## config.mk

```make
export PLATFORM = sky130hd
export DESIGN_NAME = bridge_timer_flat
export DESIGN_NICKNAME = d
export VERILOG_FILES = /design/src/rtl/bridge_timer_if.sv /design/src/rtl/bridge_timer.sv /design/src/flat_wrapper.sv
export SDC_FILE = /design/constraint.sdc
export NUM_CORES = 1
export LEC_CHECK = 0
export CAP_MARGIN = 5
export CORE_MARGIN = 5
export CORE_UTILIZATION = 53
export DETAILED_ROUTE_END_ITERATION = 16
export PLACE_DENSITY_LB_ADDON = 0.08
export SLEW_MARGIN = 30
export SYNTH_ARGS = -nofsm -noshare
export SYNTH_HDL_FRONTEND = slang
export SYNTH_SLANG_ARGS = --single-unit
export TNS_END_PERCENT = 1
```

## constraint.sdc

```tcl
create_clock -name clk -period 3.45 [get_ports clk]
set_input_delay 0.345 -clock clk [delete_from_list [all_inputs] [get_ports clk]]
set_output_delay 0.345 -clock clk [all_outputs]
set_load 0.005 [all_outputs]
```

## src/rtl/bridge_timer_if.sv

```systemverilog
// Bridge-side bus bundle for the interval timer: word address, select,
// write strobe, write data, read data and the interrupt line.
interface bridge_timer_if;
  logic [1:0]  Addr;
  logic        sel;
  logic        WE;
  logic [31:0] Din;
  logic [31:0] Dout;
  logic        IRQ;

  modport master (output Addr, sel, WE, Din, input Dout, IRQ);
  modport slave  (input Addr, sel, WE, Din, output Dout, IRQ);
endinterface

```

## src/rtl/bridge_timer.sv

```systemverilog
// Memory-mapped interval timer (one-shot / auto-reload) driving one CPU interrupt.
// Optional build macro TIMER_COUNT_WR_EN makes COUNT (offset 2) writable.
module bridge_timer (
  input  logic          clk,
  input  logic          reset,
  bridge_timer_if.slave bus
);

  typedef enum logic [1:0] {
    S_IDLE = 2'd0,
    S_LOAD = 2'd1,
    S_CNT  = 2'd2,
    S_INT  = 2'd3
  } state_e;

  state_e      state_q;
  logic        en_q;
  logic [1:0]  mode_q;
  logic        im_q;
  logic [31:0] preset_q;
  logic [31:0] count_q;
  logic        irq_q;

  logic ctrl_wr;
  logic preset_wr;

  assign ctrl_wr   = bus.sel && bus.WE && (bus.Addr == 2'd0);
  assign preset_wr = bus.sel && bus.WE && (bus.Addr == 2'd1);

`ifdef TIMER_COUNT_WR_EN
  logic count_wr;
  assign count_wr = bus.sel && bus.WE && (bus.Addr == 2'd2);
`endif

  // Timer FSM, register file and interrupt flag; later assignments take priority.
  always_ff @(posedge clk) begin
    if (reset) begin
      state_q  <= S_IDLE;
      en_q     <= 1'b0;
      mode_q   <= 2'b00;
      im_q     <= 1'b0;
      preset_q <= 32'd0;
      count_q  <= 32'd0;
      irq_q    <= 1'b0;
    end else begin
      case (state_q)
        S_IDLE: begin
          if (en_q) begin
            state_q <= S_LOAD;
          end
        end
        S_LOAD: begin
          count_q <= preset_q;
          state_q <= S_CNT;
        end
        S_CNT: begin
          if (!en_q) begin
            state_q <= S_IDLE;
          end else if (count_q > 32'd1) begin
            count_q <= count_q - 32'd1;
          end else begin
            count_q <= 32'd0;
            state_q <= S_INT;
          end
        end
        S_INT: begin
          state_q <= S_IDLE;
          if (mode_q != 2'b01) begin
            en_q <= 1'b0;
          end
        end
        default: state_q <= S_IDLE;
      endcase

      // Auto-reload turns the flag into a single-cycle pulse.
      if (ctrl_wr) begin
        irq_q <= 1'b0;
      end else if (state_q == S_INT) begin
        irq_q <= 1'b1;
      end else if (mode_q == 2'b01) begin
        irq_q <= 1'b0;
      end

      if (preset_wr) begin
        preset_q <= bus.Din;
      end

      // A CTRL write overrides the one-shot EN clear landing on the same edge.
      if (ctrl_wr) begin
        en_q   <= bus.Din[0];
        mode_q <= bus.Din[2:1];
        im_q   <= bus.Din[3];
      end

`ifdef TIMER_COUNT_WR_EN
      if (count_wr) begin
        count_q <= bus.Din;
      end
`endif
    end
  end

  // Zero-latency read mux.
  always_comb begin
    bus.Dout = 32'd0;
    case (bus.Addr)
      2'd0:    bus.Dout = {28'd0, im_q, mode_q, en_q};
      2'd1:    bus.Dout = preset_q;
      2'd2:    bus.Dout = count_q;
      default: bus.Dout = 32'd0;
    endcase
  end

  assign bus.IRQ = irq_q & im_q;

endmodule

```

## src/flat_wrapper.sv

```systemverilog
// flat-port wrapper written by rule: the top's interface ports become plain ports
module bridge_timer_flat 
  (clk, reset, bus_Addr, bus_sel, bus_WE, bus_Din, bus_Dout, bus_IRQ);
  bridge_timer_if bus_i ();
  input  logic clk;
  input  logic reset;
  input wire logic [$bits(bus_i.Addr)-1:0] bus_Addr;
  input wire logic [$bits(bus_i.sel)-1:0] bus_sel;
  input wire logic [$bits(bus_i.WE)-1:0] bus_WE;
  input wire logic [$bits(bus_i.Din)-1:0] bus_Din;
  output wire logic [$bits(bus_i.Dout)-1:0] bus_Dout;
  output wire logic [$bits(bus_i.IRQ)-1:0] bus_IRQ;
  assign bus_i.Addr = bus_Addr;
  assign bus_i.sel = bus_sel;
  assign bus_i.WE = bus_WE;
  assign bus_i.Din = bus_Din;
  assign bus_Dout = bus_i.Dout;
  assign bus_IRQ = bus_i.IRQ;
  bridge_timer u_core (.clk(clk), .reset(reset), .bus(bus_i));
endmodule
```

Word level (Yosys, flattened, before mapping)
Cells that the tools add are included.
{"block": "classes", "n_shift": 0, "bitwise": 1, "mul": 0, "order_cmp": 1, "muxes": 13, "div_mod_pow": 0, "add_sub_neg": 1, "reduce_logical": 13, "eq_ne": 10}
{"op": "case mux 32 bit (3 select lines)", "count": 1}
{"op": "two-way mux 32 bit", "count": 2}
{"op": "case mux 32 bit (2 select lines)", "count": 1}
{"op": "> comparator 32 x 1 -> 1 bit (second input constant)", "count": 1}
{"op": "subtractor 32 x 1 -> 32 bit (second input constant)", "count": 1}
{"op": "case mux 2 bit (4 select lines)", "count": 1}
{"op": "nonzero test 2 bit", "count": 4}
{"op": "equality test 2 x 1 -> 1 bit (second input constant)", "count": 3}
{"op": "equality test 2 bit (second input constant)", "count": 3}
{"op": "two-way mux 2 bit", "count": 3}
{"op": "inequality test 2 x 1 -> 1 bit (second input constant)", "count": 3}
{"op": "AND reduction 2 bit", "count": 3}
{"op": "two-way mux 1 bit", "count": 5}
{"op": "logical NOT 2 bit", "count": 2}
{"op": "logical AND 1 bit", "count": 3}
{"op": "inequality test 3 bit (second input constant)", "count": 1}
{"op": "OR reduction 2 bit", "count": 1}
{"op": "bitwise AND 1 bit", "count": 1}
{"block": "word_totals", "word_cells": 46, "memories": 0, "out_inout_bits": 33, "latchBits": 0, "mem_bits_rw": 0, "in_bits": 38, "rom_bits": 0, "ff_bits": 71}

Logic depth before layout (Yosys ltp)
{"block": "depth", "word_depth": 4, "ltp_mapped": 9, "ltp_nobuf": 7}

Worst setup path after synthesis
No wires, ideal clock.
{"block": "synth_timing", "kind": "register -> register", "startpoint": "reg u_core.count_q[5]", "endpoint": "reg u_core.count_q[19]", "t_arrival_ns": 2.342, "stages_incl_launch_ff": 9, "setup_ns": 0.116, "path_slack_ns": 0.992, "path_buffers": 3, "period_less_slack_ns": 2.458, "t_required_ns": 3.334, "path_cell_list": "dfxtp_1 -> buf_6 -> or4_4 -> buf_6 -> or4_1 -> clkbuf_1 -> nor3_1 -> mux2_1 -> a31o_1"}
{"block": "synth_between", "elab_chain_cells": 4, "word_cells_on_any_way": 5, "classes_between": "add/sub (1); order compare (1); mux (3)"}
{"element": "from (decl)", "line": "bridge_timer.sv:21", "text": "logic [31:0] count_q;"}
{"element": "from (signal assigned)", "line": "bridge_timer.sv:53", "text": "count_q <= preset_q;"}
{"element": "from (signal assigned)", "line": "bridge_timer.sv:60", "text": "count_q <= count_q - 32'd1;"}
{"element": "subtractor 32 x 1 -> 32 bit / > comparator 32 x 1 -> 1 bit (equally long branches)", "line": "bridge_timer.sv:60, bridge_timer.sv:59"}
{"element": "two-way mux 32 bit *", "line": "bridge_timer.sv:59", "text": "end else if (count_q > 32'd1) begin"}
{"element": "two-way mux 32 bit *", "line": "bridge_timer.sv:57", "text": "if (!en_q) begin"}
{"element": "case mux 32 bit (2 select lines) *", "line": "bridge_timer.sv:46", "text": "case (state_q)"}
Mark *: on every way between the ends. The rest lies on a longest branch, timed or not. The select of a mux whose other input is x is not followed.
A chain may end at the register's enable or synchronous reset.

Final worst setup path
{"block": "layout_timing", "startpoint": "reg u_core.count_q[15]", "endpoint": "reg u_core.count_q[31]"}
Same word-level chain as after synthesis.

==> metrics.csv <==
stage,metric,value,unit
min_path,hold_sp,reset,
logic_synthesis,Area contributors post-synth,"dfxtp_1, nand2_1, a21oi_1",
timing,Final setup viols,0,
timing,Final min period,2.80,ns
timing,Slew @ Worst Pin,0.963,ns
logic_synthesis,post-synth top area share,0.363,
power,Comb power frac,0.096,
timing,clk_skew,0.00780,ns
setup_path,RR Startpoint,u_core.count_q[15]$_SDFFE_PP0P_,
routing,Post-Route WL,12.3,mm
place,dpl cells,647,
clock_network,H-tree Lvls,3,
logic_synthesis,Post-synth EDFFs,0,
logic_synthesis,cell taking the most area after synthesis,dfxtp_1,
global_routing,largest net degree at the start of global routing,55,
die,chip width,95.9,um
clock_network,CTS Sinks,71,
logic_synthesis,adder-cell share of the synthesized area,0.00640,
setup_path,FF-to-FF setup slack,0.65,ns
place,IO buf count,70,
die,# IOs,71,
timing,Max Clock Freq,357,MHz
min_path,Hold Path Class,primary input to flip-flop,
routing,drt drc,0,
setup_path,Critical Path Start Type,flip-flop,
global_routing,vias in the first global route,3921,
clock_network,Post-CTS Setup Inserts,0,
logic_synthesis,largest family of logic cells by synthesized area,compound AO/OA/AOI/OAI gates,
logic_synthesis,Compound-Gate Fraction of Synth Area,0.294,
routing,antenna-violating nets left,0,
setup_path,Worst Path Arrival,3.02,ns
clock_network,post-CTS sizing,0,
logic_synthesis,"Avg Cell Area, Syn",7.67,um^2
logic_synthesis,number of synthesis warnings,0,
routing,via count,4246,
power,Psw,0.433,mW
timing,unrepaired setup endpoints after global routing,no,
global_routing,Total Routing Usage GR,0.278,
routing,wire per inst,18.6,um
clock_network,TritonCTS clock tree,done,
die,DIE HEIGHT,95.9,um
logic_synthesis,Mapped Area,0.00391,mm^2
final_layout,ANT cells,0,
routing,Via-to-Cell Ratio,6.40,
setup_path,Critical Path RT,3.67,ns
die,core area,0.00721,mm^2
clock_network,Max Buffers Root-to-Sink,2,
final_layout,Finished Layout Cells,663,
logic_synthesis,post-synthesis register bit count,71,
final_layout,Final Net Count,599,
power,Cell Pwr Density,333,mW/mm^2
logic_synthesis,"Seq/Total Area, Yosys",0.363,
power,Seq pwr share,0.521,
logic_synthesis,Post-Synthesis Net Count,550,
clock_network,clk_lat worst skew,0.35,ns
min_path,Hold Path Sink,u_core.count_q[25]$_SDFFE_PP0P_,
run_status,outcome,"finished, final reports clean",
logic_synthesis,fraction of registers with async set/reset,0,
logic_synthesis,Most used DFF post-synth,dfxtp_1,
global_routing,global-route wire length before repair,19.8,mm
logic_synthesis,Yosys cell types,53,
final_layout,synth-to-layout area growth,24.0,%
logic_synthesis,Post-Synth XOR/XNOR Area,0,
setup_path,Worst R2R Path Depth,5,
logic_synthesis,Synth top cells by count,"nand2_1, dfxtp_1, a21oi_1",
global_routing,GR Overflow Total,0,
power,"Power, Total",1.61,mW
place,DP Wirelength,8.45,mm
timing,Hold Slack,0.387,ns
die,Initial Utilization,0.542,
flow_run,max-cap violations,0,
power,leakage power,1.70,nW
logic_synthesis,post-synthesis simple-gate area fraction,0.257,
timing,Setup TNS,0,ns
setup_path,worst-path fanout max,8,
timing,final hold vios,0,
logic_synthesis,Mapped Cells,510,
setup_path,Crit Path Category,flip-flop to flip-flop,
power,switching share of power,0.268,
clock_network,"Reg clk slew, reported paths",0.08,ns
setup_path,r2r endpoint,u_core.count_q[31]$_SDFFE_PP0P_,
place,Final GP Congestion,0.940,
die,row cnt,31,
logic_synthesis,"count leader, synth",nand2_1,
die,die area,0.00920,mm^2
min_path,hold path depth,2,
setup_path,Crit. End Element,flip-flop,
routing,total iterations of the first detailed-routing run,5,
power,Internal Power,1.18,mW
clock_network,hold buffer count at CTS,0,
power,VDD IR max,0.246,mV
clock_network,Num CTS Buffers,9,
global_routing,initial antenna violation count,0,
final_layout,share of post-route cells with drive strength above 1,0.0798,
timing,Final Max Tran Viols,0,
clock_network,CTS root buffer,clkbuf_8,
timing,Max-Slew Margin vs Limit,0.353,
logic_synthesis,post-synthesis mux area share,0.0208,
routing,Starting DRT DRC Count,383,
power,clock share of power,0.383,
timing,final worst path period share,0.812,
-- cell type report --
type | count | area (um^2)
clock inverter | 6 | 45.0
fill | 648 | 2360
multi-input combinational | 383 | 2280
timing repair buffer | 85 | 808
clock buffer | 10 | 138
inverter | 9 | 33.8
sequential | 71 | 1420
tap | 99 | 124
-- per-stage QoR --
stage,cell area [um^2],utilization,setup WS [ns]
2_1_floorplan,3910,-,0.992
3_3_place_gp,4670,0.647,0.889
3_5_place_dp,4670,0.647,0.759
4_1_cts,4850,0.672,0.721
5_1_grt,4850,0.672,0.381
6_report,4850,0.672,0.650
-- layer usage --
metal | share of wire | vias to the layer above | track usage | wire [um]
li1 | - | 1991 | - | -
met1 | 0.44 | 2004 | 0.399 | 5450
met2 | 0.45 | 234 | 0.422 | 5600
met3 | 0.092 | 17 | 0.0446 | 1140
met4 | 0.012 | 0 | 0.0960 | 154
met5 | 0 | - | 0 | 0
-- placed cells by master (no fill, tap or decap), drive strengths merged, types with 7 or more instances in the layout --
cell,count
a211oi,7
clkdlybuf4s50,69
clkbuf,10
o21ai,12
mux2i,7
nor3,11
a31oi,17
dfxtp,71
inv,10
nor4,14
a22o,28
a21oi,56
a22oi,8
a32oi,7
nand3,16
nand2,101
nor2,19
or4,8
buf,16
-- power by group through the flow --
stage                     clock network (mW)  registers [mW]  logic [mW]
final                                  0.619           0.841       0.155
after floorplan                            0           0.854      0.0786
after global placement                     0           0.859       0.150
after CTS                              0.624           0.840       0.153
after global routing                   0.661           0.842       0.167
after detailed placement                   0           0.860       0.153
-- cell families after synthesis --
kind of cell / count (synthesis)
flip-flops: 71
AND/OR/NAND/NOR: 206
adder cells (fa/ha/maj): 2
multiplexers: 8
buffers and inverters: 56
AO/OA/AOI/OAI: 167
-- worst max-delay path by stage --
stage                                                 end  cells after the start  slack (ns)                            start
after floorplan           u_core.count_q[19]$_SDFFE_PP0P_                      8        0.99   u_core.count_q[5]$_SDFFE_PP0P_
after global placement    u_core.count_q[31]$_SDFFE_PP0P_                      5        0.89  u_core.count_q[15]$_SDFFE_PP0P_
after detailed placement  u_core.count_q[31]$_SDFFE_PP0P_                      5        0.76  u_core.count_q[15]$_SDFFE_PP0P_
after CTS                 u_core.count_q[31]$_SDFFE_PP0P_                      5        0.72  u_core.count_q[15]$_SDFFE_PP0P_
after global routing      u_core.count_q[31]$_SDFFE_PP0P_                      5        0.38  u_core.count_q[15]$_SDFFE_PP0P_
final                     u_core.count_q[31]$_SDFFE_PP0P_                      5        0.65  u_core.count_q[15]$_SDFFE_PP0P_
-- critical path, cell delays in order (launching register included) --
cell and delay (ns):
dfxtp_1 0.38, or3_1 0.53, nor4_1 0.79, nand3_1 0.48, a41oi_1 0.36, o221ai_1 0.13
-- sequential cells by signal, summed over array words and instances (netlist names) --
register and flops:
u_core.count_q 32, u_core.en_q 1, u_core.im_q 1, u_core.irq_q 1, u_core.mode_q 2, u_core.preset_q 32
u_core.state_q 2
(Power assumes the default switching activity.)
